$ cat config.mk
export PLATFORM = sky130hd
export DESIGN_NAME = i2c_txn_arbiter_flat
export DESIGN_NICKNAME = d
export VERILOG_FILES = /design/src/rtl/i2c_txn_arbiter_if.sv /design/src/rtl/i2c_txn_arbiter.sv /design/src/flat_wrapper.sv
export SDC_FILE = /design/constraint.sdc
export NUM_CORES = 1
export LEC_CHECK = 0
export BUFFER_PORTS_ARGS = -buffer_cell sky130_fd_sc_hd__buf_2
export CORE_MARGIN = 5
export CORE_UTILIZATION = 44
export DETAILED_ROUTE_END_ITERATION = 8
export PLACE_DENSITY = 0.78
export SLEW_MARGIN = 20
export SYNTH_ARGS = -nofsm -noshare
export SYNTH_HDL_FRONTEND = slang
export SYNTH_SLANG_ARGS = --single-unit
$ cat constraint.sdc
create_clock -name clk -period 2 [get_ports clk]
set_clock_uncertainty 0.1 [all_clocks]
set_input_delay 0.2 -clock clk [delete_from_list [all_inputs] [get_ports clk]]
set_output_delay 0.2 -clock clk [all_outputs]
set_load 0.02 [all_outputs]
$ cat src/rtl/i2c_txn_arbiter_if.sv
// Client-side request/response bundle plus the I2C master command port.
// The arbiter sits on the slave modport; clients and the master model sit on master.
interface i2c_txn_arbiter_if #(
  parameter int N_REQ = 4
);
  logic [N_REQ-1:0]   req;
  logic [7*N_REQ-1:0] req_slave_addr;
  logic [8*N_REQ-1:0] req_reg_addr;
  logic [8*N_REQ-1:0] req_wdata;
  logic [N_REQ-1:0]   req_read_write;
  logic [N_REQ-1:0]   gnt;
  logic [N_REQ-1:0]   done;
  logic [1:0]         rsp_status;
  logic [7:0]         rsp_rdata;
  logic               m_enable;
  logic [6:0]         m_slave_addr;
  logic [7:0]         m_reg_addr;
  logic [7:0]         m_data;
  logic               m_read_write;
  logic               m_busy;
  logic               m_done;
  logic               m_ack_err;
  logic [7:0]         m_rdata;

  modport slave (
    input  req, req_slave_addr, req_reg_addr, req_wdata, req_read_write,
           m_busy, m_done, m_ack_err, m_rdata,
    output gnt, done, rsp_status, rsp_rdata,
           m_enable, m_slave_addr, m_reg_addr, m_data, m_read_write
  );

  modport master (
    output req, req_slave_addr, req_reg_addr, req_wdata, req_read_write,
           m_busy, m_done, m_ack_err, m_rdata,
    input  gnt, done, rsp_status, rsp_rdata,
           m_enable, m_slave_addr, m_reg_addr, m_data, m_read_write
  );
endinterface

$ cat src/rtl/i2c_txn_arbiter.sv
// Round-robin sharing of one I2C master among N_REQ clients, with NACK retry
// and a per-issue timeout. All outputs are registers or Moore decodes of state.
module i2c_txn_arbiter #(
  parameter int N_REQ     = 4,
  parameter int MAX_RETRY = 2,
  parameter int TIMEOUT   = 4096
) (
  input logic              clk,
  input logic              reset,
  i2c_txn_arbiter_if.slave bus
);
  localparam int IW = (N_REQ > 1) ? $clog2(N_REQ) : 1;
  localparam int TW = $clog2(TIMEOUT + 1);

  typedef enum logic [2:0] {IDLE, ISSUE, WAIT_BUSY, WAIT_DONE, COMPLETE} state_e;

  state_e           state_q, state_d;
  logic [IW-1:0]    ptr_q, win_q, sel;
  logic             sel_vld;
  logic [2:0]       retry_q;
  logic [TW-1:0]    tmo_q;
  logic [N_REQ-1:0] gnt_q;
  logic [1:0]       status_q;
  logic [7:0]       rdata_q;
  logic [6:0]       sa_q;
  logic [7:0]       ra_q, wd_q;
  logic             rw_q;
  logic             tmo_hit, retry_ok;
  logic [IW:0]      sum;

  logic [6:0] sa_a [N_REQ];
  logic [7:0] ra_a [N_REQ];
  logic [7:0] wd_a [N_REQ];

  for (genvar i = 0; i < N_REQ; i++) begin : g_unpack
    assign sa_a[i] = bus.req_slave_addr[7*i +: 7];
    assign ra_a[i] = bus.req_reg_addr[8*i +: 8];
    assign wd_a[i] = bus.req_wdata[8*i +: 8];
  end

  // Scan offsets high-to-low so the smallest offset from ptr wins.
  always_comb begin
    sel     = ptr_q;
    sel_vld = 1'b0;
    sum     = '0;
    for (int k = N_REQ - 1; k >= 0; k--) begin
      sum = {1'b0, ptr_q} + (IW+1)'(k);
      if (sum >= (IW+1)'(N_REQ)) sum = sum - (IW+1)'(N_REQ);
      if (bus.req[sum[IW-1:0]]) begin
        sel     = sum[IW-1:0];
        sel_vld = 1'b1;
      end
    end
  end

  assign tmo_hit  = (tmo_q + 1'b1) == TW'(TIMEOUT);
  assign retry_ok = bus.m_ack_err && (retry_q < 3'(MAX_RETRY));

  always_ff @(posedge clk or negedge reset) begin
    if (!reset) state_q <= IDLE;
    else        state_q <= state_d;
  end

  // A done seen while still waiting for busy is resolved like a normal done;
  // done beats a coincident timeout.
  always_comb begin
    state_d = state_q;
    case (state_q)
      IDLE:      if (sel_vld) state_d = ISSUE;
      ISSUE:     state_d = WAIT_BUSY;
      WAIT_BUSY, WAIT_DONE: begin
        if (bus.m_done)                             state_d = retry_ok ? ISSUE : COMPLETE;
        else if (tmo_hit)                           state_d = COMPLETE;
        else if (state_q == WAIT_BUSY && bus.m_busy) state_d = WAIT_DONE;
      end
      COMPLETE:  state_d = IDLE;
      default:   state_d = IDLE;
    endcase
  end

  always_comb begin
    bus.m_enable = (state_q == ISSUE);
    bus.done     = '0;
    if (state_q == COMPLETE) bus.done[win_q] = 1'b1;
  end

  always_ff @(posedge clk or negedge reset) begin
    if (!reset) begin
      ptr_q    <= '0;
      win_q    <= '0;
      gnt_q    <= '0;
      retry_q  <= '0;
      tmo_q    <= '0;
      status_q <= '0;
      rdata_q  <= '0;
      sa_q     <= '0;
      ra_q     <= '0;
      wd_q     <= '0;
      rw_q     <= 1'b0;
    end else begin
      case (state_q)
        IDLE: if (sel_vld) begin
          win_q   <= sel;
          gnt_q   <= N_REQ'(1) << sel;
          sa_q    <= sa_a[sel];
          ra_q    <= ra_a[sel];
          wd_q    <= wd_a[sel];
          rw_q    <= bus.req_read_write[sel];
          retry_q <= '0;
          tmo_q   <= '0;
        end
        ISSUE: tmo_q <= '0;
        WAIT_BUSY, WAIT_DONE: begin
          tmo_q <= tmo_q + 1'b1;
          if (bus.m_done) begin
            if (retry_ok) retry_q <= retry_q + 1'b1;
            else begin
              status_q <= bus.m_ack_err ? 2'b01 : 2'b00;
              rdata_q  <= (!bus.m_ack_err && rw_q) ? bus.m_rdata : 8'h00;
            end
          end else if (tmo_hit) begin
            status_q <= 2'b10;
            rdata_q  <= 8'h00;
          end
        end
        COMPLETE: begin
          gnt_q    <= '0;
          status_q <= '0;
          rdata_q  <= '0;
          ptr_q    <= (win_q == IW'(N_REQ - 1)) ? '0 : win_q + 1'b1;
        end
        default: ;
      endcase
    end
  end

  assign bus.gnt          = gnt_q;
  assign bus.rsp_status   = status_q;
  assign bus.rsp_rdata    = rdata_q;
  assign bus.m_slave_addr = sa_q;
  assign bus.m_reg_addr   = ra_q;
  assign bus.m_data       = wd_q;
  assign bus.m_read_write = rw_q;
endmodule

$ cat src/flat_wrapper.sv
// flat-port wrapper written by rule: the top's interface ports become plain ports
module i2c_txn_arbiter_flat 
#(
  parameter int N_REQ     = 4,
  parameter int MAX_RETRY = 2,
  parameter int TIMEOUT   = 4096
)
  (clk, reset, bus_req, bus_req_slave_addr, bus_req_reg_addr, bus_req_wdata, bus_req_read_write, bus_m_busy, bus_m_done, bus_m_ack_err, bus_m_rdata, bus_gnt, bus_done, bus_rsp_status, bus_rsp_rdata, bus_m_enable, bus_m_slave_addr, bus_m_reg_addr, bus_m_data, bus_m_read_write);
  i2c_txn_arbiter_if #(.N_REQ(N_REQ)) bus_i ();
  input logic clk;
  input logic reset;
  input wire logic [$bits(bus_i.req)-1:0] bus_req;
  input wire logic [$bits(bus_i.req_slave_addr)-1:0] bus_req_slave_addr;
  input wire logic [$bits(bus_i.req_reg_addr)-1:0] bus_req_reg_addr;
  input wire logic [$bits(bus_i.req_wdata)-1:0] bus_req_wdata;
  input wire logic [$bits(bus_i.req_read_write)-1:0] bus_req_read_write;
  input wire logic [$bits(bus_i.m_busy)-1:0] bus_m_busy;
  input wire logic [$bits(bus_i.m_done)-1:0] bus_m_done;
  input wire logic [$bits(bus_i.m_ack_err)-1:0] bus_m_ack_err;
  input wire logic [$bits(bus_i.m_rdata)-1:0] bus_m_rdata;
  output wire logic [$bits(bus_i.gnt)-1:0] bus_gnt;
  output wire logic [$bits(bus_i.done)-1:0] bus_done;
  output wire logic [$bits(bus_i.rsp_status)-1:0] bus_rsp_status;
  output wire logic [$bits(bus_i.rsp_rdata)-1:0] bus_rsp_rdata;
  output wire logic [$bits(bus_i.m_enable)-1:0] bus_m_enable;
  output wire logic [$bits(bus_i.m_slave_addr)-1:0] bus_m_slave_addr;
  output wire logic [$bits(bus_i.m_reg_addr)-1:0] bus_m_reg_addr;
  output wire logic [$bits(bus_i.m_data)-1:0] bus_m_data;
  output wire logic [$bits(bus_i.m_read_write)-1:0] bus_m_read_write;
  assign bus_i.req = bus_req;
  assign bus_i.req_slave_addr = bus_req_slave_addr;
  assign bus_i.req_reg_addr = bus_req_reg_addr;
  assign bus_i.req_wdata = bus_req_wdata;
  assign bus_i.req_read_write = bus_req_read_write;
  assign bus_i.m_busy = bus_m_busy;
  assign bus_i.m_done = bus_m_done;
  assign bus_i.m_ack_err = bus_m_ack_err;
  assign bus_i.m_rdata = bus_m_rdata;
  assign bus_gnt = bus_i.gnt;
  assign bus_done = bus_i.done;
  assign bus_rsp_status = bus_i.rsp_status;
  assign bus_rsp_rdata = bus_i.rsp_rdata;
  assign bus_m_enable = bus_i.m_enable;
  assign bus_m_slave_addr = bus_i.m_slave_addr;
  assign bus_m_reg_addr = bus_i.m_reg_addr;
  assign bus_m_data = bus_i.m_data;
  assign bus_m_read_write = bus_i.m_read_write;
  i2c_txn_arbiter #(.N_REQ(N_REQ), .MAX_RETRY(MAX_RETRY), .TIMEOUT(TIMEOUT)) u_core (.clk(clk), .reset(reset), .bus(bus_i));
endmodule
**After elaboration in Yosys (flattened, before gate mapping)**

Index checks and enable logic that the tools add are counted.

- Add/sub/neg operators: 10
- Magnitude comparators: 13
- Equal/unequal tests: 12
- Shift operators: 1
- Multiplexer cells: 59
- Bitwise logic cells: 1
- Reduce and logical (&&, ||, !) cells: 17

Operator list:

| cell | number |
|---|---|
| $mux 8 | 8 |
| $pmux 13 s3 | 1 |
| $bmux 8 s2 | 2 |
| $mux 2 | 12 |
| $mux 3 | 8 |
| $lt 2x3->1 const B | 6 |
| $pmux 8 s2 | 1 |
| $bmux 7 s2 | 1 |
| $mux 7 | 2 |
| $add 13x1->13 const B | 1 |
| $eq 13x13->1 const B | 1 |
| $mux 13 | 1 |
| $ge 3x3->1 const B | 4 |
| $mux 1 | 11 |
| $bmux 1 s2 | 5 |
| $pmux 3 s3 | 1 |
| $mux 4 | 2 |
| $pmux 4 s2 | 1 |
| $reduce_and 2->1 | 4 |
| $sub 2x1->2 const B | 4 |
| $add 2x2->3 const B | 2 |
| $eq 3x2->1 const B | 2 |
| $pmux 3 s2 | 1 |
| $reduce_bool 2->1 | 3 |
| 25 further kinds | 29 |

- Register bits after elaboration: 61
- Word-level logic and storage cells: 125

**Logic depth before layout (Yosys ltp)**

Gate-level depths: netlist of the first run.

- Depth in word-level cells: 13
- Depth in mapped cells: 7
- Gate-level depth less buffers: 6

**Worst setup path before layout of the first run**

No wires, ideal clock.

- Path kind: register -> register
- From: register u_core.tmo_q[0]
- To: register u_core.rdata_q[1] (netlist: u_core.bus.rsp_rdata[1])
- Library setup time: 0.130 ns
- Arrival time: 1.869 ns
- Setup slack: -0.099 ns
- Cell stages (with the launch flop): 8
- Buffers on the path: 1
- Clock period less this slack: 2.099 ns
- Cells stage by stage: dfrtp_1 -> ha_1 -> nand3_1 -> nor4_1 -> xnor2_1 -> nor4_2 -> buf_2 -> o21ai_0

- Longest elaborated chain between the ends: 4

RTL lines:

| item | line | RTL |
|---|---|---|
| start, declared | i2c_txn_arbiter.sv:21 | `logic [TW-1:0] tmo_q;` |
| start signal, assigned | i2c_txn_arbiter.sv:114 | `tmo_q <= tmo_q + 1'b1;` |
| $add 13x1->13 | i2c_txn_arbiter.sv:56 | `assign tmo_hit = (tmo_q + 1'b1) == TW'(TIMEOUT);` |
| $eq 13x13->1 | i2c_txn_arbiter.sv:56 |  |
| $ne 3x2->1 (no line) | n/a |  |
| $reduce_and 3->1 (no line) | n/a |  |
| end signal, assigned | i2c_txn_arbiter.sv:119 | `rdata_q <= (!bus.m_ack_err && rw_q) ? bus.m_rdata : 8'h00;` |
| end, declared | i2c_txn_arbiter.sv:24 | `logic [7:0] rdata_q;` |

No other way between the ends.
A chain may end at the register's enable or synchronous reset.

**Worst setup path after layout of the first run**

- From: register u_core.ptr_q[0]
- To: register u_core.sa_q[6] (netlist: u_core.bus.m_slave_addr[6])

- Longest elaborated chain between the ends: 13
- Elaborated cells between the ends (all ways): 36
- Classes of those cells: add/sub: 7; order compare: 4; mux: 23; bitwise: 1; reduce/logical: 1

RTL lines:

| item | line | RTL |
|---|---|---|
| start, declared | i2c_txn_arbiter.sv:18 | `logic [IW-1:0] ptr_q, win_q, sel;` |
| start signal, assigned | i2c_txn_arbiter.sv:130 | `ptr_q <= (win_q == IW'(N_REQ - 1)) ? '0 : win_q + 1'b1;` |
| $add 2x2->3 | i2c_txn_arbiter.sv:47 | `sum = {1'b0, ptr_q} + (IW+1)'(k);` |
| $ge 3x3->1 / $sub 2x1->2 (equally long branches) | i2c_txn_arbiter.sv:48 | `if (sum >= (IW+1)'(N_REQ)) sum = sum - (IW+1)'(N_REQ);` |
| $mux 2 | i2c_txn_arbiter.sv:48 |  |
| $bmux 1 s2 | i2c_txn_arbiter.sv:49 | `if (bus.req[sum[IW-1:0]]) begin` |
| $mux 1 (not written as such) | i2c_txn_arbiter.sv:49 |  |
| $mux 2 (4 in series) | i2c_txn_arbiter.sv:49 |  |
| $not 2->3 (not written as such) | i2c_txn_arbiter.sv:105 | `sa_q <= sa_a[sel];` |
| $bmux 7 s2 | i2c_txn_arbiter.sv:105 |  |
| $mux 7 (not written as such) (2 in series) | i2c_txn_arbiter.sv:105 |  |
| end signal, assigned | i2c_txn_arbiter.sv:105 |  |
| end, declared | i2c_txn_arbiter.sv:25 | `logic [6:0] sa_q;` |

Several ways; a longest one is shown, not always the timed one. The select of a mux whose other input is x is not followed.

==> metrics.md, run 1 <==
| Metric | Value |
|---|---|
| Status | `finished with violations` |
| Violated checks | `setup timing` |
| Req. time, crit path | `2.12 ns` |
| Die width | `101 um` |
| Worst Setup End Kind | `flip-flop` |
| Synth top area share | `0.416` |
| DR vias | `3486` |
| TritonCTS Sinks | `61` |
| CP peak stage delay | `0.45 ns` |
| Critical Path Sink | `u_core.bus.m_slave_addr[6]$_DFFE_PN0P_` |
| RSZ-0062 raised after global routing | `yes` |
| Syn Std Cell Area | `3670 sq um` |
| Final Critical Period | `2.21 ns` |
| Hold crit path type | `in2reg` |
| Clock latency on the worst-skew pair | `0.33 ns` |
| Syn Area/Cell | `11.7 sq um` |
| Global Route Usage Sum | `0.218` |
| Root buf cell | `clkbuf_8` |
| Worst EP arrival | `2.33 ns` |
| MaxCap Viol Count | `0` |
| Clock tree buffer depth | `2` |
| Fin nets | `632` |
| Layout Area Growth over Synthesis | `47.4%` |
| Synthesized Nets | `434` |
| Cts bufs inserted | `9` |
| Share of cells above drive strength 1 | `0.593` |
| Net switching power | `2.85 mW` |
| Flop pwr share | `0.285` |
| First-pass GRT wire length | `17.5 mm` |
| DRC viols | `0` |
| DP Area | `4720 sq um` |
| FF-to-FF End | `u_core.bus.m_slave_addr[6]$_DFFE_PN0P_` |
| Worst-path cell chain | `inv_2 -> a22o_1 -> a221o_2 -> buf_6 -> buf_12 -> mux4_1 -> mux2_4` |
| Final hold vios | `0` |
| Critical-path top delay cell | `mux4_1` |
| Remaining antenna violation count | `0` |
| Initial Util | `0.449` |
| Comb power frac | `0.565` |
| Vias in the first global route | `3752` |
| Max Transition Viols Final | `0` |
| Ys flop type | `dfrtp_1` |
| # IOs | `156` |
| Post-route cell area | `5410 sq um` |
| RD Place Congestion | `0.835` |
| DRT Pass-1 Iters | `4` |
| Mapped Cells | `314` |
| Reg2Reg Launch Point | `u_core.ptr_q[0]$_DFFE_PN0P_` |
| Global route total overflow | `0` |
| Post-synth EDFFs | `0` |
| Actual slew at the worst max-slew pin | `1.08 ns` |
| Htree depth | `3` |
| Row cnt | `33` |
| Worst R2R Path Depth | `7` |
| Post-synth top area cell | `dfrtp_1` |
| Largest delay share family, worst path | `multiplexers` |
| Port buffer count | `155` |
| Internal power | `4.55 mW` |
| Yosys reg bits | `61` |
| Drt initial violations | `161` |
| Worst path bufs/invs | `3` |
| CTS tree | `built` |
| Via density | `5.60` |
| Slew HR | `0.279` |
| Area of the core | `8180 sq um` |
| Largest net degree at the start of global routing | `62` |
| Fmax | `0.453 GHz` |
| Initial antenna violation count | `0` |
| Pleak | `2.57 nW` |
| Synth async-reset ratio | `1.00` |
| Final WL | `11.2 mm` |
| Yosys Warn Count | `0` |
| Setup-failing EPs final | `37` |
| Levels on crit path | `7` |
| Final Core Density | `0.662` |
| Die area | `10300 sq um` |
| DR WL/cell | `18.1 um` |
| Setup crit start kind | `flip-flop` |
| Worst setup startpoint | `u_core.ptr_q[0]$_DFFE_PN0P_` |
| Clock slew at reported path FFs | `0.07 ns` |
| Reg2Reg Setup Slack | `-0.21 ns` |
| Unique cell type count in the Yosys netlist | `51` |
| Switching Share | `0.385` |
| Pwr dens | `1370 nW/um^2` |
| WS Path Type | `reg2reg` |
| DPL Wire Length | `7.63 mm` |
| Period utilisation layout | `1.10` |
| Min setup slack post-route | `-0.209 ns` |
| Design Power | `7.40 mW` |
| Die height | `101 um` |
| Sequential element share of the synthesized area | `0.416` |
| Area of the multi-input gates | `2170 sq um` |
| Sequential cell area | `1530 sq um` |
| Layout fillers | `619` |
| Peak supply drop | `893 uV` |
| Synth top area cells | `dfrtp_1, mux4_2, mux2_4` |
| Max Fanout on Critical Path | `5` |
| Clock share of power | `0.151` |
==> worst min-delay path by stage <==
stage	startpoint	end	slack, ns	cells past startpoint
after floorplan	reset	u_core.bus.gnt[0]$_DFFE_PN0P_	-0.20	0
after global placement	reset	u_core.bus.rsp_rdata[0]$_DFFE_PN0P_	0.14	2
after detailed placement	reset	u_core.tmo_q[12]$_DFFE_PN0P_	0.14	2
after CTS	bus_m_rdata[5]	u_core.bus.rsp_rdata[5]$_DFFE_PN0P_	0.007	3
after global routing	bus_m_rdata[5]	u_core.bus.rsp_rdata[5]$_DFFE_PN0P_	0.01	3
final	bus_m_rdata[5]	u_core.bus.rsp_rdata[5]$_DFFE_PN0P_	0.008	3
==> power groups by stage <==
stage	clock network [mW]	registers (mW)	logic, mW
global placement	0	2.07	3.46
finish	1.11	2.11	4.18
detailed placement	0	2.08	3.58
floorplan	0	2.49	2.05
global route	1.18	2.16	4.48
CTS	1.13	2.09	4.00
==> repair_timing <==
action                                  4_1_cts  5_1_grt
buffers inserted                              9        9
gates cloned                                  4        0
endpoints found under the hold margin        68        0
pin swaps                                     6       14
gates resized for setup                      36       37
endpoints found under the setup margin       37       39
hold buffers                                  8        0
==> placed cells by master, fill, tap and decap left out, drive strengths merged, types with 9 or more instances in the layout <==
cell and n:
a21oi 10, dfrtp 61, nand3b 9, buf 203
clkbuf 11, nor2 16, o21ai 28, mux2 25
mux4 24, nand2 22
==> Yosys cell counts, types with 5 or more instances <==
cell type	count
nand3b_1	9
mux2_2	9
a21oi_1	10
and3_1	5
o31ai_1	5
inv_1	6
a32oi_1	8
buf_2	7
nand2_1	22
mux4_1	6
mux4_2	18
mux2_4	16
ha_1	7
dfrtp_1	61
o21ai_0	28
nand3_1	8
nor4_1	5
clkbuf_1	13
nor2_1	16
==> cell type report <==
cell class / count / area share
clock buffer: 11 / 0.0280
timing repair buffer: 211 / 0.249
antenna: 1 / 0.000463
tap: 105 / 0.0243
inverter: 7 / 0.00486
sequential: 61 / 0.283
clock inverter: 4 / 0.00879
multi-input combinational: 222 / 0.402
==> routing by layer <==
| metal | up-vias | track usage | part of all wire |
|---|---|---|---|
| met5 | - | 0 | 0 |
| met4 | 0 | 0.0869 | 0.031 |
| met3 | 28 | 0.0599 | 0.071 |
| met2 | 156 | 0.397 | 0.54 |
| met1 | 1699 | 0.238 | 0.36 |
| li1 | 1603 | - | - |
==> through the flow <==
| step | setup slack (ns) | hold slack [ns] | TNS [ns] | cells |
|---|---|---|---|---|
| after CTS | -0.190 | 0.00684 | -4.23 | 613 |
| final | -0.209 | 0.00765 | -4.13 | 622 |
| after global routing | -0.279 | 0.0115 | -6.81 | 621 |
| after detailed placement | -0.176 | 0.139 | -2.76 | 578 |
| after global placement | -0.0649 | 0.136 | -1.20 | 578 |
| after floorplan | -0.0494 | -0.196 | -0.788 | 314 |
==> sequential cells by signal (all words and copies together) (netlist names) <==
register,flops
u_core.bus.m_read_write,1
u_core.bus.rsp_rdata,8
u_core.bus.gnt,4
u_core.bus.m_data,8
u_core.tmo_q,13
u_core.win_q,2
u_core.bus.m_reg_addr,8
u_core.ptr_q,2
u_core.retry_q,3
u_core.bus.m_slave_addr,7
u_core.bus.rsp_status,2
u_core.state_q,3
==> kinds of logic (layout without fill, tap and decap cells) <==
| logic type | after synthesis | after routing | synth area share |
|---|---|---|---|
| simple gates | 80 | 80 | 0.112 |
| fa+ha+maj | 7 | 7 | 0.0239 |
| buf+inv | 31 | 233 | 0.0426 |
| xor+xnor | 6 | 6 | 0.0143 |
| flops | 61 | 61 | 0.416 |
| other cells | 0 | 1 | 0 |
| compound gates | 79 | 79 | 0.142 |
| mux | 50 | 50 | 0.249 |
==> tightest hold or removal path, delay by kind of cell <==
family,cells,cell delay (ns)
buffers and inverters,1,0.08
AOI/OAI and AO/OA,2,0.12
(Power assumes the default switching activity.)
==> inputs of run 2 (changes only) <==
Settings changed: CORE_UTILIZATION 44 to 52, PLACE_DENSITY 0.78 to 0.86.
Clock period 2 ns to 2.9 ns, I/O delays scaled along.
==> metrics.md, run 2 (synthesis results as in run 1) <==
| Metric | Value |
|---|---|
| Setup-failing EPs final | `0 (was 37)` |
| Critical Path Sink | `u_core.bus.m_slave_addr[6]$_DFFE_PN0P_ (unchanged)` |
| DR WL/cell | `18.3 um (was 18.1 um)` |
| Clock tree buffer depth | `2 (unchanged)` |
| Reg2Reg Setup Slack | `0.31 ns (was -0.21 ns)` |
| Die height | `94.0 um (was 101 um)` |
| DRT Pass-1 Iters | `4 (unchanged)` |
| Die area | `8840 sq um (was 10300 sq um)` |
| Actual slew at the worst max-slew pin | `0.865 ns (was 1.08 ns)` |
| Hold-fix buffer count after cts | `0 (was 8)` |
| Worst path bufs/invs | `0 (was 3)` |
| Pwr dens | `969 nW/um^2 (was 1370 nW/um^2)` |
| TritonCTS Sinks | `61 (unchanged)` |
| DPL Wire Length | `7.78 mm (was 7.63 mm)` |
| Slew HR | `0.423 (was 0.279)` |
| Via density | `5.79 (was 5.60)` |
| CP peak stage delay | `0.71 ns (was 0.45 ns)` |
| Worst Setup End Kind | `flip-flop (unchanged)` |
| Die width | `94.0 um (was 101 um)` |
| Fmax | `0.386 GHz (was 0.453 GHz)` |
| # IOs | `156 (unchanged)` |
| Vias in the first global route | `3520 (was 3752)` |
| Worst R2R Path Depth | `5 (was 7)` |
| Hold crit path type | `in2async (was in2reg)` |
| Worst setup startpoint | `u_core.ptr_q[1]$_DFFE_PN0P_ (was u_core.ptr_q[0]$_DFFE_PN0P_)` |
| Fin nets | `583 (was 632)` |
| WS Path Type | `reg2reg (unchanged)` |
| Setup crit start kind | `flip-flop (unchanged)` |
| Period utilisation layout | `0.893 (was 1.10)` |
| CTS tree | `built (unchanged)` |
| DRC viols | `0 (unchanged)` |
| RSZ-0062 raised after global routing | `no (was yes)` |
| Drt initial violations | `229 (was 161)` |
| Levels on crit path | `5 (was 7)` |
| FF-to-FF End | `u_core.bus.m_slave_addr[6]$_DFFE_PN0P_ (unchanged)` |
| Clock slew at reported path FFs | `0.07 ns (about the same)` |
| First-pass GRT wire length | `16.5 mm (was 17.5 mm)` |
| Worst EP arrival | `2.70 ns (was 2.33 ns)` |
| Row cnt | `30 (was 33)` |
| Worst-path cell chain | `nand2b_1 -> a21oi_1 -> a221o_2 -> mux4_1 -> mux2_2 (was inv_2 -> a22o_1 -> a221o_2 -> buf_6 -> buf_12 -> mux4_1 -> mux2_4)` |
| Post-Place Cells | `548 (was 578)` |
| Max reg flops | `13 (unchanged)` |
| Global route total overflow | `0 (unchanged)` |
| Cts bufs inserted | `9 (unchanged)` |
| # resized after CTS | `0 (was 36)` |
| Design Power | `4.58 mW (was 7.40 mW)` |
| MaxCap Viol Count | `0 (unchanged)` |
| Final Critical Period | `2.59 ns (was 2.21 ns)` |
| Global Route Usage Sum | `0.239 (was 0.218)` |
| Pleak | `2.27 nW (was 2.57 nW)` |
| Share of cells above drive strength 1 | `0.484 (was 0.593)` |
| Number of diodes | `0 (was 1)` |
| Commonest non-fill, non-tap cell in the layout | `buf_2 (unchanged)` |
| Post-Layout Cell Count | `563 (was 622)` |
| DR vias | `3261 (was 3486)` |
| Area of the core | `6830 sq um (was 8180 sq um)` |
| Remaining antenna violation count | `0 (unchanged)` |
| Reg2Reg Launch Point | `u_core.ptr_q[1]$_DFFE_PN0P_ (was u_core.ptr_q[0]$_DFFE_PN0P_)` |
| RD Place Congestion | `0.856 (was 0.835)` |
| Root buf cell | `clkbuf_8 (unchanged)` |
| Max Fanout on Critical Path | `28 (was 5)` |
| Clock latency on the worst-skew pair | `0.33 ns (about the same)` |
| Htree depth | `3 (unchanged)` |
| Final Core Density | `0.692 (was 0.662)` |
| Layout fillers | `497 (was 619)` |
| Setup Buffers After CTS | `0 (was 9)` |
| Post-route setup TNS | `0 ns (was -4.13 ns)` |
| Req. time, crit path | `3.01 ns (was 2.12 ns)` |
| Critical-path top delay cell | `a221o_2 (was mux4_1)` |
| Final hold vios | `0 (unchanged)` |
| Initial antenna violation count | `0 (unchanged)` |
| Initial Util | `0.537 (was 0.449)` |
| Final WL | `10.3 mm (was 11.2 mm)` |
| Biggest register | `u_core.tmo_q (unchanged)` |
| Peak supply drop | `554 uV (was 893 uV)` |
| Largest net degree at the start of global routing | `62 (unchanged)` |
| Largest delay share family, worst path | `multiplexers (unchanged)` |
| Port buffer count | `155 (unchanged)` |
| Status | `finished clean (was finished with violations)` |
| Layout Area Growth over Synthesis | `28.7% (was 47.4%)` |
| Most frequent cells in the layout | `buf_2, dfrtp_1, o21ai_0 (was buf_2, dfrtp_1, buf_4)` |
| Max Transition Viols Final | `0 (unchanged)` |
-- run 2: cell types whose count changed in the layout (fill, tap and decap cells not counted), sizes merged --
cell	previous run	this run
buf	203	162
diode	1	0
bufinv	1	2
clkinv	2	1
dlygate4sd3	8	0
-- run 2: worst min-delay path by stage --
stage                                     start                                   to  depth (start not counted)
floorplan                                 reset        u_core.bus.gnt[0]$_DFFE_PN0P_                          0
CTS                                       reset          u_core.tmo_q[1]$_DFFE_PN0P_                          2
global placement    u_core.ptr_q[0]$_DFFE_PN0P_          u_core.ptr_q[0]$_DFFE_PN0P_                          2
detailed placement  u_core.ptr_q[0]$_DFFE_PN0P_          u_core.ptr_q[0]$_DFFE_PN0P_                          2
global route                     bus_m_rdata[4]  u_core.bus.rsp_rdata[4]$_DFFE_PN0P_                          3
finish                                    reset          u_core.tmo_q[5]$_DFFE_PN0P_                          2
-- run 2: power breakdown --
group          switching [mW]  internal, mW  leakage (nW)
Combinational            1.20          1.10          1.41
Sequential              0.266          1.19         0.757
Clock                   0.322         0.501         0.105
Total                    1.78          2.79          2.27
-- run 2: final cells by class --
type | instances | area, sq um | area share
Timing Repair Buffer | 162 | 841 | 0.178
Multi-Input combinational cell | 222 | 2000 | 0.423
Inverter | 7 | 26.3 | 0.00556
Clock inverter | 4 | 72.6 | 0.0154
Sequential cell | 61 | 1530 | 0.323
Tap cell | 96 | 120 | 0.0254
Clock buffer | 11 | 141 | 0.0299
-- run 2: layer usage --
layer / track usage / share of wire / up-vias
met3: 0.0593 / 0.061 / 21
met4: 0.0915 / 0.024 / 0
li1: - / - / 1504
met1: 0.283 / 0.37 / 1609
met2: 0.417 / 0.54 / 127
met5: 0 / 0 / -
-- run 2: through the flow --
stage	instance area, sq um	worst slack [ns]	hold slack (ns)
after floorplan	3670	0.801	-0.106
after global placement	4510	0.374	0.374
after detailed placement	4510	0.281	0.383
after CTS	4720	0.280	0.0413
after global routing	4720	0.115	0.0765
final	4720	0.311	0.00683
-- run 2: worst reg2reg max path: stages, from the launching register on --
cell      delay, ns
dfrtp_1        0.43
nand2b_1       0.16
a21oi_1        0.14
a221o_2        0.71
mux4_1         0.65
mux2_2         0.27
==> inputs of run 3 (changes only) <==
Settings changed: PLACE_DENSITY 0.86 to default, PLACE_DENSITY_LB_ADDON from default to 0.15.
==> metrics.md, run 3 (synthesis results as in run 1) <==
| Metric | Value |
|---|---|
| Status | `finished clean (unchanged)` |
| Vias in the first global route | `3306 (was 3520)` |
| DR WL/cell | `17.0 um (was 18.3 um)` |
| Final Critical Period | `2.57 ns (was 2.59 ns)` |
| Root buf cell | `clkbuf_8 (unchanged)` |
| Clock share of power | `0.146 (was 0.180)` |
| Via density | `5.67 (was 5.79)` |
| Fin Hold WS | `0.00223 ns (was 0.00683 ns)` |
| # resized after CTS | `0 (unchanged)` |
| TritonCTS Sinks | `61 (unchanged)` |
| Cts bufs inserted | `9 (unchanged)` |
| Flop pwr share | `0.330 (was 0.318)` |
| Worst setup startpoint | `u_core.ptr_q[1]$_DFFE_PN0P_ (unchanged)` |
| Largest delay share family, worst path | `multiplexers (unchanged)` |
| Setup-failing EPs final | `0 (unchanged)` |
| Worst Setup End Kind | `flip-flop (unchanged)` |
| MaxCap Viol Count | `0 (unchanged)` |
| DRC viols | `0 (unchanged)` |
| Final hold vios | `0 (unchanged)` |
| Peak supply drop | `498 uV (was 554 uV)` |
| Final WL | `9.57 mm (was 10.3 mm)` |
| Worst EP arrival | `2.69 ns (was 2.70 ns)` |
| Most frequent cells in the layout | `buf_2, dfrtp_1, o21ai_0 (unchanged)` |
| # IOs | `156 (unchanged)` |
| Die height | `94.0 um (unchanged)` |
| Max reg flops | `13 (unchanged)` |
| Slew HR | `0.442 (was 0.423)` |
| Worst-path cell chain | `nand2b_1 -> a21oi_1 -> a221o_2 -> mux4_1 -> mux2_2 (unchanged)` |
| Area of the core | `6830 sq um (unchanged)` |
| RSZ-0062 raised after global routing | `no (unchanged)` |
| Global Route Usage Sum | `0.222 (was 0.239)` |
| Max Transition Viols Final | `0 (unchanged)` |
| Htree depth | `3 (unchanged)` |
| Actual slew at the worst max-slew pin | `0.835 ns (was 0.865 ns)` |
| Fmax | `0.389 GHz (was 0.386 GHz)` |
| CP peak stage delay | `0.66 ns (was 0.71 ns)` |
| First-pass GRT wire length | `15.4 mm (was 16.5 mm)` |
| Pwr dens | `937 nW/um^2 (was 969 nW/um^2)` |
| Biggest register | `u_core.tmo_q (unchanged)` |
| Reg2Reg Setup Slack | `0.33 ns (was 0.31 ns)` |
| Number of diodes | `0 (unchanged)` |
| RD Place Congestion | `0.833 (was 0.856)` |
| Setup crit start kind | `flip-flop (unchanged)` |
| Die area | `8840 sq um (unchanged)` |
| FF-to-FF End | `u_core.bus.m_slave_addr[6]$_DFFE_PN0P_ (unchanged)` |
| Row cnt | `30 (unchanged)` |
| Critical-path top delay cell | `a221o_2 (unchanged)` |
| Fin nets | `584 (was 583)` |
| Worst path bufs/invs | `0 (unchanged)` |
| Clock slew at reported path FFs | `0.06 ns (was 0.07 ns)` |
| Clock tree buffer depth | `2 (unchanged)` |
| Commonest non-fill, non-tap cell in the layout | `buf_2 (unchanged)` |
| Pleak | `2.26 nW (was 2.27 nW)` |
| Port buffer count | `155 (unchanged)` |
| Hold crit path type | `in2async (unchanged)` |
| Setup Buffers After CTS | `0 (unchanged)` |
| Period utilisation layout | `0.886 (was 0.893)` |
| Clock latency on the worst-skew pair | `0.33 ns (about the same)` |
| Req. time, crit path | `3.02 ns (was 3.01 ns)` |
| Reg2Reg Launch Point | `u_core.ptr_q[1]$_DFFE_PN0P_ (unchanged)` |
| Layout fillers | `532 (was 497)` |
| Initial antenna violation count | `0 (unchanged)` |
| Largest net degree at the start of global routing | `62 (unchanged)` |
| DR vias | `3191 (was 3261)` |
| Initial Util | `0.537 (unchanged)` |
| Drt initial violations | `107 (was 229)` |
| Hold-fix buffer count after cts | `0 (unchanged)` |
| DPL Wire Length | `7.32 mm (was 7.78 mm)` |
| Net switching power | `1.74 mW (was 1.78 mW)` |
| Max Fanout on Critical Path | `25 (was 28)` |
| DRT Pass-1 Iters | `4 (unchanged)` |
| Comb power frac | `0.524 (was 0.502)` |
| Layout Area Growth over Synthesis | `27.6% (was 28.7%)` |
| Share of cells above drive strength 1 | `0.484 (unchanged)` |
| Post-route setup TNS | `0 ns (unchanged)` |
| Worst R2R Path Depth | `5 (unchanged)` |
| Critical Path Sink | `u_core.bus.m_slave_addr[6]$_DFFE_PN0P_ (unchanged)` |
| Global route total overflow | `0 (unchanged)` |
| WS Path Type | `reg2reg (unchanged)` |
| Internal power | `2.65 mW (was 2.79 mW)` |
| Switching Share | `0.396 (was 0.390)` |
| CTS tree | `built (unchanged)` |
| Remaining antenna violation count | `0 (unchanged)` |
| Die width | `94.0 um (unchanged)` |
| Levels on crit path | `5 (unchanged)` |
==> run 3: cell types whose count changed in the layout (fill, tap and decap cells not counted) <==
cell        delta
clkbuf_8       +1
clkinvlp_4     -1
buf_4          +1
bufinv_16      -2
clkinv_2       +1
==> run 3: final cells by class <==
class                      count  area, sq um  area share
multi-input combinational    222         2000       0.426
sequential                    61         1530       0.326
timing repair buffer         163          848       0.181
clock buffer                  12          155      0.0331
tap                           96          120      0.0256
inverter                       7         26.3     0.00561
clock inverter                 2         10.0     0.00214
==> run 3: per-layer routing <==
metal	track usage	up-vias	wire length, um
met5	0	-	0
met4	0.0794	0	153
met3	0.0633	14	713
met2	0.358	126	4750
met1	0.284	1539	3950
li1	-	1512	-
==> run 3: worst min path at each step <==
stage	endpoint	slack, ns	cells after the start
after floorplan	u_core.bus.gnt[0]$_DFFE_PN0P_	-0.11	0
after global placement	u_core.ptr_q[0]$_DFFE_PN0P_	0.37	2
after detailed placement	u_core.ptr_q[0]$_DFFE_PN0P_	0.38	2
after CTS	u_core.bus.rsp_rdata[3]$_DFFE_PN0P_	0.04	2
after global routing	u_core.bus.rsp_rdata[1]$_DFFE_PN0P_	0.08	2
final	u_core.bus.rsp_rdata[0]$_DFFE_PN0P_	0.002	2
==> run 3: per-stage QoR <==
step | setup WS, ns | power [mW] | utilization | instance area [sq um] | cells
2_1_floorplan | 0.801 | 3.12 | - | 3670 | 314
3_3_place_gp | 0.404 | 3.70 | 0.661 | 4520 | 549
3_5_place_dp | 0.284 | 3.78 | 0.661 | 4520 | 549
4_1_cts | 0.278 | 4.43 | 0.686 | 4680 | 563
5_1_grt | 0.143 | 4.70 | 0.686 | 4680 | 563
6_report | 0.331 | 4.39 | 0.686 | 4680 | 563
==> run 3: worst register-to-register path: cells and delay by family (launching register included) <==
family | cells | cell delay [ns]
multiplexers | 2 | 0.95
AO/OA/AOI/OAI | 2 | 0.81
flip-flops | 1 | 0.44
AND/OR/NAND/NOR | 1 | 0.17
==> run 3: power groups by stage <==
stage	clock network, mW	registers, mW	logic, mW
after global placement	0	1.44	2.26
after floorplan	0	1.71	1.40
after CTS	0.659	1.44	2.33
final	0.643	1.45	2.30
after detailed placement	0	1.44	2.34
after global routing	0.693	1.50	2.51
